### config.mk
export PLATFORM = sky130hd
export DESIGN_NAME = muldiv_unit_flat
export DESIGN_NICKNAME = d
export VERILOG_FILES = /design/src/rtl/muldiv_if.sv /design/src/rtl/muldiv_unit.sv /design/src/flat_wrapper.sv
export SDC_FILE = /design/constraint.sdc
export NUM_CORES = 1
export LEC_CHECK = 0
export BUFFER_PORTS_ARGS = -buffer_cell sky130_fd_sc_hd__buf_2
export CAP_MARGIN = 20
export CORE_MARGIN = 10
export CORE_UTILIZATION = 50
export DETAILED_ROUTE_END_ITERATION = 8
export GPL_ROUTABILITY_DRIVEN = 1
export GPL_TIMING_DRIVEN = 1
export PLACE_DENSITY_LB_ADDON = 0.1
export SLEW_MARGIN = 20
export SYNTH_ARGS = -nofsm -noshare
export SYNTH_HDL_FRONTEND = slang
export SYNTH_SLANG_ARGS = --single-unit
### constraint.sdc
create_clock -name clk -period 9.23 [get_ports clk]
set_input_delay 0.4615 -clock clk [delete_from_list [all_inputs] [get_ports clk]]
set_output_delay 0.4615 -clock clk [all_outputs]
set_load 0.02 [all_outputs]
### src/rtl/muldiv_if.sv
// EX-stage request/response bundle for the multiply/divide unit.
interface muldiv_if;
    logic        op_valid;
    logic [1:0]  op;
    logic [31:0] src_a;
    logic [31:0] src_b;
    logic        flush;
    logic        stall_req;
    logic        done;
    logic        hi_we;
    logic        lo_we;
    logic [31:0] hi_wdata;
    logic [31:0] lo_wdata;

    modport master (
        output op_valid, op, src_a, src_b, flush,
        input  stall_req, done, hi_we, lo_we, hi_wdata, lo_wdata
    );

    modport slave (
        input  op_valid, op, src_a, src_b, flush,
        output stall_req, done, hi_we, lo_we, hi_wdata, lo_wdata
    );
endinterface

### src/rtl/muldiv_unit.sv
// Iterative 32-bit MULT/MULTU/DIV/DIVU unit: 32 shift-add or restoring-divide
// steps on operand magnitudes, then a sign fix-up into the HI/LO result registers.
module muldiv_unit (
    input  logic      clk,
    input  logic      rst,
    muldiv_if.slave   bus
);
    typedef enum logic [1:0] {IDLE, BUSY, DONE} state_t;

    state_t      state_q, state_d;
    logic [5:0]  cnt_q, cnt_d;
    logic [63:0] acc_q, acc_d;
    logic [31:0] opnd_q, opnd_d;
    logic        is_div_q, is_div_d;
    logic        neg_res_q, neg_res_d;
    logic        neg_rem_q, neg_rem_d;
    logic        div0_q, div0_d;
    logic [31:0] hi_q, hi_d, lo_q, lo_d;

    logic        signed_op;
    logic [31:0] abs_a, abs_b;
    logic [32:0] mul_sum, div_shift, div_trial;
    logic [63:0] iter_acc, prod;
    logic [31:0] quo, rem;

    always_comb begin
        signed_op = ~bus.op[0];
        abs_a = (signed_op && bus.src_a[31]) ? (~bus.src_a + 32'd1) : bus.src_a;
        abs_b = (signed_op && bus.src_b[31]) ? (~bus.src_b + 32'd1) : bus.src_b;

        // acc holds {upper, lower}: product/multiplier for MUL, remainder/dividend-quotient for DIV
        mul_sum   = {1'b0, acc_q[63:32]} + (acc_q[0] ? {1'b0, opnd_q} : 33'd0);
        div_shift = {acc_q[63:32], acc_q[31]};
        div_trial = div_shift - {1'b0, opnd_q};
        if (is_div_q)
            iter_acc = div_trial[32] ? {div_shift[31:0], acc_q[30:0], 1'b0}
                                     : {div_trial[31:0], acc_q[30:0], 1'b1};
        else
            iter_acc = {mul_sum, acc_q[31:1]};

        prod = neg_res_q ? (~iter_acc + 64'd1) : iter_acc;
        quo  = div0_q ? 32'hFFFF_FFFF
                      : (neg_res_q ? (~iter_acc[31:0] + 32'd1) : iter_acc[31:0]);
        rem  = neg_rem_q ? (~iter_acc[63:32] + 32'd1) : iter_acc[63:32];

        state_d   = state_q;
        cnt_d     = cnt_q;
        acc_d     = acc_q;
        opnd_d    = opnd_q;
        is_div_d  = is_div_q;
        neg_res_d = neg_res_q;
        neg_rem_d = neg_rem_q;
        div0_d    = div0_q;
        hi_d      = hi_q;
        lo_d      = lo_q;

        case (state_q)
            IDLE: begin
                if (bus.op_valid && !bus.flush) begin
                    state_d   = BUSY;
                    cnt_d     = 6'd0;
                    is_div_d  = bus.op[1];
                    opnd_d    = bus.op[1] ? abs_b : abs_a;
                    acc_d     = {32'd0, bus.op[1] ? abs_a : abs_b};
                    neg_res_d = signed_op && (bus.src_a[31] ^ bus.src_b[31]);
                    neg_rem_d = signed_op && bus.op[1] && bus.src_a[31];
                    div0_d    = bus.op[1] && (bus.src_b == 32'd0);
                end
            end
            BUSY: begin
                acc_d = iter_acc;
                cnt_d = cnt_q + 6'd1;
                if (cnt_q == 6'd31) begin
                    state_d = DONE;
                    // With a zero divisor the remainder magnitude is |a|, so the
                    // dividend-sign fix-up returns src_a unchanged.
                    hi_d = is_div_q ? rem : prod[63:32];
                    lo_d = is_div_q ? quo : prod[31:0];
                end
            end
            DONE:    state_d = IDLE;
            default: state_d = IDLE;
        endcase

        if (bus.flush) state_d = IDLE;
    end

    always_ff @(posedge clk) begin
        if (rst) begin
            state_q   <= IDLE;
            cnt_q     <= 6'd0;
            acc_q     <= 64'd0;
            opnd_q    <= 32'd0;
            is_div_q  <= 1'b0;
            neg_res_q <= 1'b0;
            neg_rem_q <= 1'b0;
            div0_q    <= 1'b0;
            hi_q      <= 32'd0;
            lo_q      <= 32'd0;
        end else begin
            state_q   <= state_d;
            cnt_q     <= cnt_d;
            acc_q     <= acc_d;
            opnd_q    <= opnd_d;
            is_div_q  <= is_div_d;
            neg_res_q <= neg_res_d;
            neg_rem_q <= neg_rem_d;
            div0_q    <= div0_d;
            hi_q      <= hi_d;
            lo_q      <= lo_d;
        end
    end

    assign bus.stall_req = (state_q == IDLE && bus.op_valid && !bus.flush) || (state_q == BUSY);
    assign bus.done      = (state_q == DONE) && !bus.flush;
    assign bus.hi_we     = bus.done;
    assign bus.lo_we     = bus.done;
    assign bus.hi_wdata  = hi_q;
    assign bus.lo_wdata  = lo_q;
endmodule
### src/flat_wrapper.sv
// flat-port wrapper written by rule: the top's interface ports become plain ports
module muldiv_unit_flat 
  (clk, rst, bus_op_valid, bus_op, bus_src_a, bus_src_b, bus_flush, bus_stall_req, bus_done, bus_hi_we, bus_lo_we, bus_hi_wdata, bus_lo_wdata);
  muldiv_if bus_i ();
  input  logic clk;
  input  logic rst;
  input wire logic [$bits(bus_i.op_valid)-1:0] bus_op_valid;
  input wire logic [$bits(bus_i.op)-1:0] bus_op;
  input wire logic [$bits(bus_i.src_a)-1:0] bus_src_a;
  input wire logic [$bits(bus_i.src_b)-1:0] bus_src_b;
  input wire logic [$bits(bus_i.flush)-1:0] bus_flush;
  output wire logic [$bits(bus_i.stall_req)-1:0] bus_stall_req;
  output wire logic [$bits(bus_i.done)-1:0] bus_done;
  output wire logic [$bits(bus_i.hi_we)-1:0] bus_hi_we;
  output wire logic [$bits(bus_i.lo_we)-1:0] bus_lo_we;
  output wire logic [$bits(bus_i.hi_wdata)-1:0] bus_hi_wdata;
  output wire logic [$bits(bus_i.lo_wdata)-1:0] bus_lo_wdata;
  assign bus_i.op_valid = bus_op_valid;
  assign bus_i.op = bus_op;
  assign bus_i.src_a = bus_src_a;
  assign bus_i.src_b = bus_src_b;
  assign bus_i.flush = bus_flush;
  assign bus_stall_req = bus_i.stall_req;
  assign bus_done = bus_i.done;
  assign bus_hi_we = bus_i.hi_we;
  assign bus_lo_we = bus_i.lo_we;
  assign bus_hi_wdata = bus_i.hi_wdata;
  assign bus_lo_wdata = bus_i.lo_wdata;
  muldiv_unit u_core (.clk(clk), .rst(rst), .bus(bus_i));
endmodule
==> Yosys cells after proc, flatten, opt, wreduce, memory -nomap -nowiden <==
Cells that the tools add are included.
{ "op_classes": {"n_eq_ne": 5, "muxes": 20, "bitwise": 7, "n_addsub": 8, "n_reduce_logical": 20} }
{ "op_table": {"columns": ["op", "n"], "rows": [
  ["32-bit 2-to-1 mux", 10],
  ["64-bit 2-to-1 mux", 4],
  ["32-bit by 1-bit adder with 32-bit output (second input constant)", 4],
  ["32-bit NOT", 4],
  ["64-bit one-hot mux with 2 select lines", 1],
  ["64-bit by 1-bit adder with 64-bit output (second input constant)", 1],
  ["64-bit NOT", 1],
  ["32-bit by 33-bit adder with 33-bit output", 1],
  ["33-bit by 32-bit subtractor with 33-bit output", 1],
  ["32-bit logical NOT", 1],
  ["6-bit one-hot mux with 2 select lines", 1],
  ["1-bit logical AND", 10],
  ["2-bit AND reduction", 4],
  ["6-bit by 1-bit adder with 6-bit output (second input constant)", 1],
  ["6-bit by 5-bit equality test with 1-bit output (second input constant)", 1],
  ["6-bit 2-to-1 mux", 1],
  ["2-bit 2-to-1 mux", 2],
  ["2-bit by 1-bit inequality test with 1-bit output (second input constant)", 2],
  ["2-bit one-hot mux with 2 select lines", 1],
  ["2-bit by 1-bit equality test with 1-bit output (second input constant)", 1],
  ["2-bit equality test (second input constant)", 1],
  ["2-bit logical NOT", 1],
  ["2-bit nonzero test", 1],
  ["2-bit OR reduction", 1],
  ["other kinds (4)", 4]
]} }
{ "totals": {"input_bits": 70, "out_inout_bits": 68, "regBits": 172, "elab_cells": 70} }

==> Logic depth before layout (Yosys ltp) <==
{ "depth": {"ltp_word": 8, "ltp_mapped": 25, "ltp_nobuf": 25} }

==> Worst setup path before layout <==
No wires, ideal clock.
{ "synth_path": {"path_type": "register -> register", "from": "reg u_core.acc_q[31]", "to": "reg u_core.hi_q[30] (netlist: u_core.bus.hi_wdata[30])", "synth_period_minus_slack_ns": 4.999, "stages_incl_launch_ff": 26, "path_buffers": 0, "arrival_ns": 4.928, "required_ns": 9.160, "setup_time_ns": 0.070, "slack_ns": 4.231, "cell_sequence": "dfxtp_1 inv_1 ha_1 inv_1 fa_1 a211oi_1 o211ai_2 nand3_1 a21bo_2 nand2_1 nand2_4 nor2_1 a21oi_1 ha_1 o2111ai_1 nor3_1 and2_1 o21ai_1 nor3_1 nand3_1 o41ai_1 a311oi_1 o41ai_1 xnor2_1 nand2_1 a21oi_1"} }
{ "synth_between": {"elab_chain_cells": 7, "elab_cells_between_ends": 10, "cone_classes": "add/sub: 3; mux: 5; bitwise: 2"} }
{ "synth_rtl": {"columns": ["element", "line_no", "rtl"], "rows": [
  ["from (decl)", "muldiv_unit.sv:12", "logic [63:0] acc_q, acc_d;"],
  ["from (signal assigned)", "muldiv_unit.sv:92", "acc_q <= 64'd0;"],
  ["from (signal assigned)", "muldiv_unit.sv:103", "acc_q <= acc_d;"],
  ["33-bit by 32-bit subtractor with 33-bit output", "muldiv_unit.sv:34", "div_trial = div_shift - {1'b0, opnd_q};"],
  ["64-bit 2-to-1 mux", "muldiv_unit.sv:36", "iter_acc = div_trial[32] ? {div_shift[31:0], acc_q[30:0], 1'b0}"],
  ["64-bit 2-to-1 mux *", "muldiv_unit.sv:35", "if (is_div_q)"],
  ["64-bit NOT / 32-bit NOT (equally long branches)", "muldiv_unit.sv:41, muldiv_unit.sv:44", null],
  ["64-bit by 1-bit adder with 64-bit output / 32-bit by 1-bit adder with 32-bit output (equally long branches)", "muldiv_unit.sv:41, muldiv_unit.sv:44", null],
  ["64-bit 2-to-1 mux / 32-bit 2-to-1 mux (equally long branches)", "muldiv_unit.sv:41, muldiv_unit.sv:44", null],
  ["32-bit 2-to-1 mux *", "muldiv_unit.sv:77", "hi_d = is_div_q ? rem : prod[63:32];"],
  ["to (signal assigned)", "muldiv_unit.sv:109", "hi_q <= hi_d;"],
  ["to (decl)", "muldiv_unit.sv:18", "logic [31:0] hi_q, hi_d, lo_q, lo_d;"]
]} }
Mark *: on every way between the ends. The rest lies on a longest branch, timed or not.
A chain may end at the register's enable or synchronous reset.

==> Final worst setup path <==
Ends and elaborated chain as after synthesis.

==> qor.csv <==
stage,metric,value,unit
die,Core Rows,63,
yosys,Avg Inst Size Synth,7.19,um^2
critical_path,cell count of the worst reg-to-reg path,25,
global_route,GR Util met3,4.10,%
timing,f_max,154,MHz
yosys,Post-Syn Area,0.0150,mm^2
global_route,grt total ovfl,0,
yosys,"Seq/Total Area, Yosys",23.0,%
yosys,"EDFF count, synth",0,
timing,Slew Limit Fails,0,
die,initial core utilization,50.7,%
final_layout,fill count,2938,
placement,Port Buffers,137,
timing,RSZ-0062 raised after global routing,no,
global_route,largest net degree at the start of global routing,86,
global_route,met2 Track Usage GR,48.7,%
clocking,"Hold-fix buffers, CTS",0,
run_status,status,"finished, final reports clean",
placement,gpl congestion,0.976,
timing,Worst slew margin,25.4,%
timing,total negative slack,0,ps
final_layout,Register Area,0.00345,mm^2
route,DR WL/cell,21.8,um
route,Remaining DRCs,0,
final_layout,"Core Util, Final",55.8,%
yosys,post-synth top area cell,dfxtp_1,
timing,Final Hold Viols,0,
final_layout,Layout Nets,2280,
critical_path,Setup CP Type,reg -> reg,
route,First DRT Iteration DRCs,1715,
clocking,Root Driver,clkbuf_16,
global_route,GRT Total Usage,29.1,%
timing,Min Hold Slack,242,ps
die,Die X,193,um
die,Core Box Area,0.0296,mm^2
final_layout,layout cells sized above 1,12.2,%
die,Die Ht,193,um
yosys,fraction of the mapped netlist area in adder cells,6.03,%
timing,Worst-Margin Slew,1090,ps
hold_path,HP Start,bus_flush,
placement,detailed placement HPWL,42000,um
clocking,Max Buffers Root-to-Sink,2,
global_route,vias in the first global route,15400,
yosys,Main synth FF type,dfxtp_1,
critical_path,RR Startpoint,u_core.acc_q[31],
yosys,largest family of logic cells by synthesized area,compound AO/OA/AOI/OAI gates,
route,drt pass-1 iters,6,
global_route,antenna violations before repair,1,
route,routed wire length,55300,um
yosys,Seq cells post-synth,172,
critical_path,CP endpoint kind,flop,
clocking,Worst-Skew Late Latency,450,ps
timing,Final Cycle Share,70.3,%
global_route,GR peak layer,met2,
clocking,CTS Buf Count,17,
yosys,Synth Area in Simple Gates,23.6,%
clocking,CTS sink count,172,
yosys,Yosys warning total,0,
critical_path,flop-to-flop setup slack,2740,ps
hold_path,Hold Crit Class,in -> reg,
hold_path,hold endpoint,u_core.state_q[1],
yosys,Synth Area in Compound Gates,29.7,%
yosys,Synth Area in XOR/XNOR,9.07,%
yosys,Mapped Nets,2223,
timing,final setup violating endpoints,0,
route,via count,16100,
critical_path,Critical Path Start Type,flop,
hold_path,hold path depth,2,
route,Routed Antenna Nets,0,
critical_path,CP required,9610,ps
global_route,first-pass GRT wire length,86000,um
clocking,CTS tree,done,
die,die area,0.0373,mm^2
yosys,post-synth top area share,23.0,%
final_layout,"most common cell after layout, fill and taps aside",nor2_1,
final_layout,area delta synth->final,10.1,%
flow_run,total of max-cap violations,0,
yosys,"FFs w/ async S/R, synth",0,%
global_route,GR Util met1,36.0,%
clocking,H-tree levels,4,
critical_path,worst reg2reg endpoint,u_core.bus.hi_wdata[30],
power,Pwr Density,127,mW/mm^2
clocking,clk slew on worst S/H paths,80,ps
power,Lkg Pwr,6.76,nW
yosys,Mapped Cells,2082,
yosys,Netlist cell types,93,
route,Vias/cell,6.33,
power,Max VDD drop,0.134,mV
final_layout,"commonest cells after routing, fill and taps aside","257 x nor2_1, 228 x a21oi_1, 195 x nand2_1",
critical_path,worst-path maximum fanout,19,
critical_path,crit path DAT,6870,ps
final_layout,area of the multi-input gates,0.0108,mm^2
timing,crit path time final,6490,ps
clocking,# Post-CTS Setup Buffers,0,
yosys,mux cell area share after synthesis,3.46,%
final_layout,ANT cells,0,
yosys,largest cells by area after synthesis,"dfxtp_1 23%, a21oi_1 7.7%, nor2_1 6.5%",
timing,Clock Skew,13.2,ps
clocking,cts repair resizes,0,
die,IO Pins,138,
[synthesized netlist by cell type, types with 4 or more instances]
cell and n:
a211o_1 4, a211oi_1 45, a21boi_0 11, a21o_1 27, a21oi_1 229, a221oi_1 26
a22oi_1 36, a311oi_1 10, a31oi_1 25, a41oi_1 4, and2_1 44, and3_1 8
buf_1 10, buf_2 10, clkbuf_1 102, dfxtp_1 172, ha_1 69, inv_1 67
mux2_2 22, mux2i_1 27, nand2_1 195, nand2b_1 16, nand3_1 36, nand3b_1 4
nand4_1 18, nor2_1 259, nor2b_1 10, nor3_1 50, nor3b_1 11, nor4_1 20
o2111ai_1 4, o211ai_1 34, o21a_1 15, o21ai_0 144, o21ai_1 6, o21bai_1 5
o221ai_1 5, o31ai_1 20, o41ai_1 7, or2_2 11, or3_1 16, or4_1 12
or4b_2 4, xnor2_1 82, xor2_1 73
[cell type report]
type,instances,area share [%]
inverter,69,1.57
clock buffer,18,2.66
tap,390,2.96
sequential,172,20.9
timing repair buffer,165,5.57
clock inverter,13,0.872
multi-input combinational,1714,65.5
[report_power, final]
part | leakage, nW | switching (mW) | internal [mW]
Sequential | 1.39 | 0.0190 | 0.760
Clock | 0.289 | 0.366 | 0.369
Combinational | 5.08 | 0.381 | 0.200
Total | 6.76 | 0.766 | 1.33
[through the flow]
stage	area, um^2	total power [mW]	std cells	setup slack (ps)
floorplan	15000	1.19	2082	4230
global placement	15900	1.36	2509	3120
detailed placement	15900	1.36	2510	2940
CTS	16500	2.09	2541	2860
global route	16500	2.19	2541	2220
finish	16500	2.10	2541	2740
[critical path: stages (launching register included)]
cell and delay (ps):
dfxtp_1 310, inv_1 100, ha_1 190, inv_1 60
fa_1 420, a211oi_1 420, o211ai_2 150, nand3_1 250
a21bo_2 260, nand2_1 120, nand2_4 270, nor2_1 190
a21oi_1 320, ha_1 260, o2111ai_1 170, nor3_1 210
and2_1 170, o21ai_1 250, nor3_1 530, nand3_1 140
o41ai_1 690, a311oi_1 180, o41ai_1 360, xnor2_1 160
nand2_1 70, a21oi_1 160
[routing by layer]
layer,wire length [um],up-vias
met2,26300,595
met3,3400,120
met1,22900,7702
met5,12,-
met4,2760,2
li1,-,7655
[how the worst max path moves through the flow]
stage | startpoint | end | slack [ps] | cells after the start
final | u_core.acc_q[31] | u_core.bus.hi_wdata[30] | 2740 | 25
after global routing | u_core.acc_q[31] | u_core.bus.hi_wdata[30] | 2220 | 25
after CTS | u_core.acc_q[31] | u_core.bus.hi_wdata[30] | 2860 | 25
after detailed placement | u_core.acc_q[31] | u_core.bus.hi_wdata[30] | 2940 | 25
after global placement | u_core.acc_q[31] | u_core.bus.hi_wdata[30] | 3120 | 25
after floorplan | u_core.acc_q[31] | u_core.bus.hi_wdata[30] | 4230 | 25
[state kept, by name, indices dropped and copies added (netlist names)]
register,flops
u_core.div0_q,1
u_core.state_q,2
u_core.neg_res_q,1
u_core.bus.hi_wdata,32
u_core.cnt_q,6
u_core.is_div_q,1
u_core.opnd_q,32
u_core.acc_q,64
u_core.bus.lo_wdata,32
u_core.neg_rem_q,1
[kinds of logic after synthesis]
| kind of cell | Yosys count |
|---|---|
| and+or+nand+nor | 740 |
| AOI/OAI and AO/OA | 699 |
| buffers and inverters | 196 |
| DFF | 172 |
| xor gates and xnor gates | 155 |
| adders and majority gates | 71 |
| muxes | 49 |
No activity file was read; power rests on OpenSTA's default activity.
